--- config.mk ---
export PLATFORM = sky130hd
export DESIGN_NAME = diag_stim_seq_flat
export DESIGN_NICKNAME = d
export VERILOG_FILES = /design/src/rtl/diag_stim_defs.sv /design/src/rtl/diag_stim_seq_if.sv /design/src/rtl/diag_lfsr8.sv /design/src/rtl/diag_stim_seq.sv /design/src/flat_wrapper.sv
export SDC_FILE = /design/constraint.sdc
export NUM_CORES = 1
export LEC_CHECK = 0
export CAP_MARGIN = 20
export CORE_MARGIN = 8
export CORE_UTILIZATION = 57
export DETAILED_ROUTE_END_ITERATION = 12
export GPL_TIMING_DRIVEN = 0
export PLACE_DENSITY = 0.81
export SYNTH_ARGS = -nofsm -noshare
export SYNTH_HDL_FRONTEND = slang
export SYNTH_SLANG_ARGS = --single-unit
--- constraint.sdc ---
create_clock -name clock -period 3.44 [get_ports clock]
set_input_delay 0.688 -clock clock [delete_from_list [all_inputs] [get_ports clock]]
set_output_delay 0.688 -clock clock [all_outputs]
set_load 0.02 [all_outputs]
--- src/rtl/diag_stim_defs.sv ---
// rtl/diag_stim_defs.sv - shared state encodings and LFSR constants for the stimulus sequencer
package diag_stim_defs;

    typedef enum logic [1:0] {
        ST_IDLE = 2'd0,
        ST_RUN  = 2'd1,
        ST_HOLD = 2'd2,
        ST_DONE = 2'd3
    } state_e;

    localparam logic [7:0] LFSR_TAPS    = 8'hB8;
    localparam logic [7:0] DEFAULT_SEED = 8'h01;

    // Galois right-shift step; a nonzero state never maps to zero.
    function automatic logic [7:0] lfsr_next(input logic [7:0] cur);
        return (cur >> 1) ^ (cur[0] ? LFSR_TAPS : 8'h00);
    endfunction

endpackage

--- src/rtl/diag_stim_seq_if.sv ---
// rtl/diag_stim_seq_if.sv - stimulus word handshake between sequencer and diagnostic DUT
interface diag_stim_seq_if #(
    parameter int WIDTH = 1
) ();
    logic [WIDTH-1:0] stim_out;
    logic             stim_valid;
    logic             stim_ready;

    modport master (
        output stim_out,
        output stim_valid,
        input  stim_ready
    );

    modport slave (
        input  stim_out,
        input  stim_valid,
        output stim_ready
    );
endinterface

--- src/rtl/diag_lfsr8.sv ---
// rtl/diag_lfsr8.sv - 8-bit Galois LFSR with seed load and zero-seed substitution
module diag_lfsr8
    import diag_stim_defs::*;
(
    input  logic       clock,
    input  logic       reset,
    input  logic       load,
    input  logic       advance,
    input  logic [7:0] seed,
    output logic [7:0] value
);

    logic [7:0] seed_eff;
    logic [7:0] value_q;
    logic [7:0] value_d;

    // A zero state would lock the register, so substitute the default seed.
    assign seed_eff = (seed == 8'h00) ? DEFAULT_SEED : seed;

    always_comb begin
        value_d = value_q;
        if (load) begin
            value_d = seed_eff;
        end else if (advance) begin
            value_d = lfsr_next(value_q);
        end
    end

    always_ff @(posedge clock) begin
        if (reset) begin
            value_q <= seed_eff;
        end else begin
            value_q <= value_d;
        end
    end

    assign value = value_q;

endmodule

--- src/rtl/diag_stim_seq.sv ---
// rtl/diag_stim_seq.sv - repeatable pseudo-random stimulus sequencer with hold spacing and sticky done
module diag_stim_seq
    import diag_stim_defs::*;
#(
    parameter int         WIDTH       = 1,
    parameter int         NUM_STEPS   = 8,
    parameter int         HOLD_CYCLES = 2,
    parameter logic [7:0] SEED        = DEFAULT_SEED
) (
    input  logic                             clock,
    input  logic                             reset,
    input  logic                             start,
    input  logic                             pause,
    diag_stim_seq_if.master                  stim,
    output logic [$clog2(NUM_STEPS+1)-1:0]   step_count,
    output logic                             done
);

    localparam int            SW        = $clog2(NUM_STEPS + 1);
    localparam logic [SW-1:0] LAST_STEP = SW'(NUM_STEPS - 1);
    localparam bit            HAS_HOLD  = (HOLD_CYCLES > 0);
    localparam logic [3:0]    HOLD_LOAD = HAS_HOLD ? 4'(HOLD_CYCLES - 1) : 4'd0;

    state_e        state_q, state_d;
    logic [3:0]    hold_q, hold_d;
    logic [SW-1:0] step_q, step_d;
    logic          done_q, done_d;
    logic          xfer;
    logic          lfsr_load;
    logic [7:0]    lfsr_value;
    logic          unused_lfsr;

    // Pause gates valid directly so it always wins over stim_ready.
    assign stim.stim_valid = (state_q == ST_RUN) && !pause;
    assign xfer            = stim.stim_valid && stim.stim_ready;

    always_comb begin
        state_d   = state_q;
        hold_d    = hold_q;
        step_d    = step_q;
        done_d    = done_q;
        lfsr_load = 1'b0;
        case (state_q)
            ST_IDLE: begin
                if (start) begin
                    state_d   = ST_RUN;
                    lfsr_load = 1'b1;
                end
            end
            ST_RUN: begin
                if (xfer) begin
                    step_d = step_q + 1'b1;
                    if (step_q == LAST_STEP) begin
                        state_d = ST_DONE;
                        done_d  = 1'b1;
                    end else if (HAS_HOLD) begin
                        state_d = ST_HOLD;
                        hold_d  = HOLD_LOAD;
                    end
                end
            end
            ST_HOLD: begin
                if (!pause) begin
                    if (hold_q == 4'd0) begin
                        state_d = ST_RUN;
                    end else begin
                        hold_d = hold_q - 1'b1;
                    end
                end
            end
            ST_DONE: begin
                if (start) begin
                    state_d   = ST_RUN;
                    step_d    = '0;
                    done_d    = 1'b0;
                    lfsr_load = 1'b1;
                end
            end
            default: state_d = ST_IDLE;
        endcase
    end

    always_ff @(posedge clock) begin
        if (reset) begin
            state_q <= ST_IDLE;
            hold_q  <= 4'd0;
            step_q  <= '0;
            done_q  <= 1'b0;
        end else begin
            state_q <= state_d;
            hold_q  <= hold_d;
            step_q  <= step_d;
            done_q  <= done_d;
        end
    end

    diag_lfsr8 u_lfsr (
        .clock   (clock),
        .reset   (reset),
        .load    (lfsr_load),
        .advance (xfer),
        .seed    (SEED),
        .value   (lfsr_value)
    );

    assign stim.stim_out = lfsr_value[WIDTH-1:0];
    // Upper LFSR bits feed the sequence but are not presented when WIDTH < 8.
    assign unused_lfsr   = ^lfsr_value;
    assign step_count    = step_q;
    assign done          = done_q;

endmodule

--- src/flat_wrapper.sv ---
// flat-port wrapper written by rule: the top's interface ports become plain ports
module diag_stim_seq_flat import diag_stim_defs::*;
#(
    parameter int         WIDTH       = 1,
    parameter int         NUM_STEPS   = 8,
    parameter int         HOLD_CYCLES = 2,
    parameter logic [7:0] SEED        = DEFAULT_SEED
)
  (clock, reset, start, pause, step_count, done, stim_stim_out, stim_stim_valid, stim_stim_ready);
  diag_stim_seq_if #(.WIDTH(WIDTH)) stim_i ();
  input  logic clock;
  input  logic reset;
  input  logic start;
  input  logic pause;
  output logic [$clog2(NUM_STEPS+1)-1:0] step_count;
  output logic done;
  output wire logic [$bits(stim_i.stim_out)-1:0] stim_stim_out;
  output wire logic [$bits(stim_i.stim_valid)-1:0] stim_stim_valid;
  input wire logic [$bits(stim_i.stim_ready)-1:0] stim_stim_ready;
  assign stim_stim_out = stim_i.stim_out;
  assign stim_stim_valid = stim_i.stim_valid;
  assign stim_i.stim_ready = stim_stim_ready;
  diag_stim_seq #(.WIDTH(WIDTH), .NUM_STEPS(NUM_STEPS), .HOLD_CYCLES(HOLD_CYCLES), .SEED(SEED)) u_core (.clock(clock), .reset(reset), .start(start), .pause(pause), .stim(stim_i), .step_count(step_count), .done(done));
endmodule
==> metrics.txt <==
crit path time final 2.65 ns; Starting Density 59.4%; Seq pwr share 53.2%; Synth Net Count 132; WP data required 2.75 ns; Hold Crit Class reg -> reg; pin count of the biggest net entering global routing 13; CTS H-tree lvls 1; Worst setup EP type output port; antenna violations before repair 0; status complete, no violations; DRT Pass-1 Iters 4; Crit path top cell by count clkdlybuf4s50_1; number of nets with antenna violations after routing 0; ranking of synthesized cells by area dfxtp_1 38%, ha_1 7.5%, nor2_1 5.6%; Slew Limit Fails 0; layout cells sized above 1 5.15%; Cells after DPL 149; I/O Buffers 11; crit path max fanout 7; # IOs 12; Clock Sinks 19; hpwl dp 1510 um; total of max-cap violations 0; RSZ-0062 raised after global routing false; cts hold-fix bufs 0; footprint of the multi-input gates 581 um2; CP Launch Point pause; Critical Path Max Stage Delay 0.62 ns; CP arrival 1.97 ns; sequential cell area 380 um2; CP Class in -> out; CTS root buf clkbuf_4; Die Wd 58.0 um; Worst setup SP type input port; Top Family by Delay on Critical Path buffers and inverters; Mapped Cells 121; clock skew 0.00888 ns; slowest CP cell clkdlybuf4s50_1; grt total ovfl 0; buffer levels on the longest clock path 2; combinational share of power 19.1%; setup violators final 0; final core utilization 69.0%; Int Power 307 uW; die area 3360 um2; Clock power frac 27.6%; Max Freq 377 MHz; Netlist Area Pre-Place 1000 um2; Netlist cell types 31; min-delay src u_core.u_lfsr.value[3]$_SDFFE_PP0P_; CP Cell Sequence clkdlybuf4s50_1, nor2b_1, clkdlybuf4s50_1; via count 896; Worst slew margin 72.2%; CTS resizes 0; total routed wirelength 2050 um; number of fill cells in the layout 147; met2 GRT Util 20.9%; clock latency on the worst-skew pair 0.31 ns; r2r startpoint u_core.hold_q[0]$_SDFFE_PP0P_; Avg Cell Area, Syn 8.29 um2; Fin. Hold Viols 0; switch share 29.8%; met1 Use GR 13.7%; site row count 15; gr busiest metal met2; Die Y 58.0 um; DRC 0; commonest non-fill, non-tap cell in the layout dfxtp_1; core region area 1690 um2; flop and latch count out of synthesis 19; PD cells 376 nW/um2; Num CTS Buffers 3; NetSw 130 uW; Routed wire per std cell 13.4 um; VDD IR-drop max 285 uV; post-synthesis sequential area ratio 37.9%; GP Congestion 0.840; Layout Nets 148; total negative slack 0 ns; antenna cells 0; clock-pin slew on the worst setup and hold paths 0.12 ns; top cell type's share of synthesized area 37.9%; Via-to-Cell Ratio 5.86; Area Overhead vs Synth 16.1%; LEAKAGE 0.437 nW; crit share post-route 77.2%; YS warnings 0; Worst Tran Pin Value 0.416 ns; post-CTS setup buffers 0; Synth area leader dfxtp_1; GRT Overall Usage 12.3%; Buf/Inv on CP 2; met3 usage 3.53%; CTS tree yes; vias in the first global route 866; DRT iter0 DRCs 15; first-pass GRT wire length 3350 um; most frequent cells in the layout 19 x dfxtp_1, 15 x nor2_1, 11 x nand2_1, 11 x clkdlybuf4s50_1, 10 x a21oi_1; fin cells 153
-- power by group through the flow --
stage | clock (mW) | sequential [mW] | combinational, mW
2_1_floorplan | 0 | 0.238 | 0.0584
3_3_place_gp | 0 | 0.238 | 0.0806
3_5_place_dp | 0 | 0.238 | 0.0825
4_1_cts | 0.124 | 0.233 | 0.0833
5_1_grt | 0.128 | 0.234 | 0.0932
6_report | 0.121 | 0.233 | 0.0837
-- per-stage QoR --
stage | setup slack [ns] | hold slack (ns) | cell area [um2] | total power, mW
global route | 0.692 | 0.476 | 1160 | 0.455
floorplan | 1.66 | 0.432 | 1000 | 0.297
detailed placement | 0.805 | 0.454 | 1130 | 0.321
finish | 0.785 | 0.457 | 1160 | 0.438
CTS | 0.796 | 0.464 | 1160 | 0.440
global placement | 0.794 | 0.436 | 1130 | 0.318
-- worst min-delay path: stages, from the launching register on --
cell and delay (ns):
dfxtp_1 0.33, nand2_1 0.05, a21oi_1 0.05
-- synth_stat cells, drive strengths merged --
cell / instances
or2: 1
nor4: 1
nand2: 11
a221oi: 1
a32oi: 1
nor2: 15
or3b: 1
nand3b: 2
and4b: 1
buf: 1
nor3: 3
and3b: 3
or4: 1
nand4: 3
inv: 6
nor2b: 2
a21o: 4
clkbuf: 4
or3: 1
nand2b: 2
ha: 6
nand3: 2
o21ai: 5
a21oi: 10
mux2i: 2
xnor2: 5
a2111oi: 1
a22oi: 1
dfxtp: 19
a211oi: 6
-- worst paths after layout --
path                                                       endpoint  slack (ns)  depth (start not counted)
worst min-delay path            u_core.u_lfsr.value[2]$_SDFFE_PP0P_        0.46                          2
worst min register to register  u_core.u_lfsr.value[2]$_SDFFE_PP0P_        0.46                          2
worst max register to register       u_core.state_q[0]$_SDFFE_PP0P_        1.55                          7
worst max-delay path                                stim_stim_valid        0.79                          3
-- flip-flops by register name, summed over array words and instances (netlist names) --
register,flops
u_core.u_lfsr.value,8
u_core.hold_q,4
u_core.step_count,4
u_core.done,1
u_core.state_q,2
-- logic make-up after synthesis --
| logic type | after synthesis | synth area share (%) |
|---|---|---|
| xor gates and xnor gates | 5 | 4.36 |
| adders and majority gates | 6 | 7.48 |
| and+or+nand+nor | 49 | 25.7 |
| buffers and inverters | 11 | 4.24 |
| AOI/OAI and AO/OA | 29 | 18.3 |
| muxes | 2 | 2.00 |
| DFF | 19 | 37.9 |
-- per-layer routing --
layer	share of wire, %	wire length [um]	up-vias
li1	-	-	457
met1	47	972	417
met2	46	937	16
met3	4.5	93	6
met4	2.1	43	0
met5	0	0	-
-- layout make-up --
class | count | share of cell area, %
timing repair buffer | 11 | 9.45
clock inverter | 1 | 0.644
tap | 17 | 1.83
multi-input combinational | 91 | 49.8
clock buffer | 3 | 1.93
inverter | 6 | 1.93
buffer | 5 | 1.72
sequential | 19 | 32.7
Power figures use the tool's default switching activity.
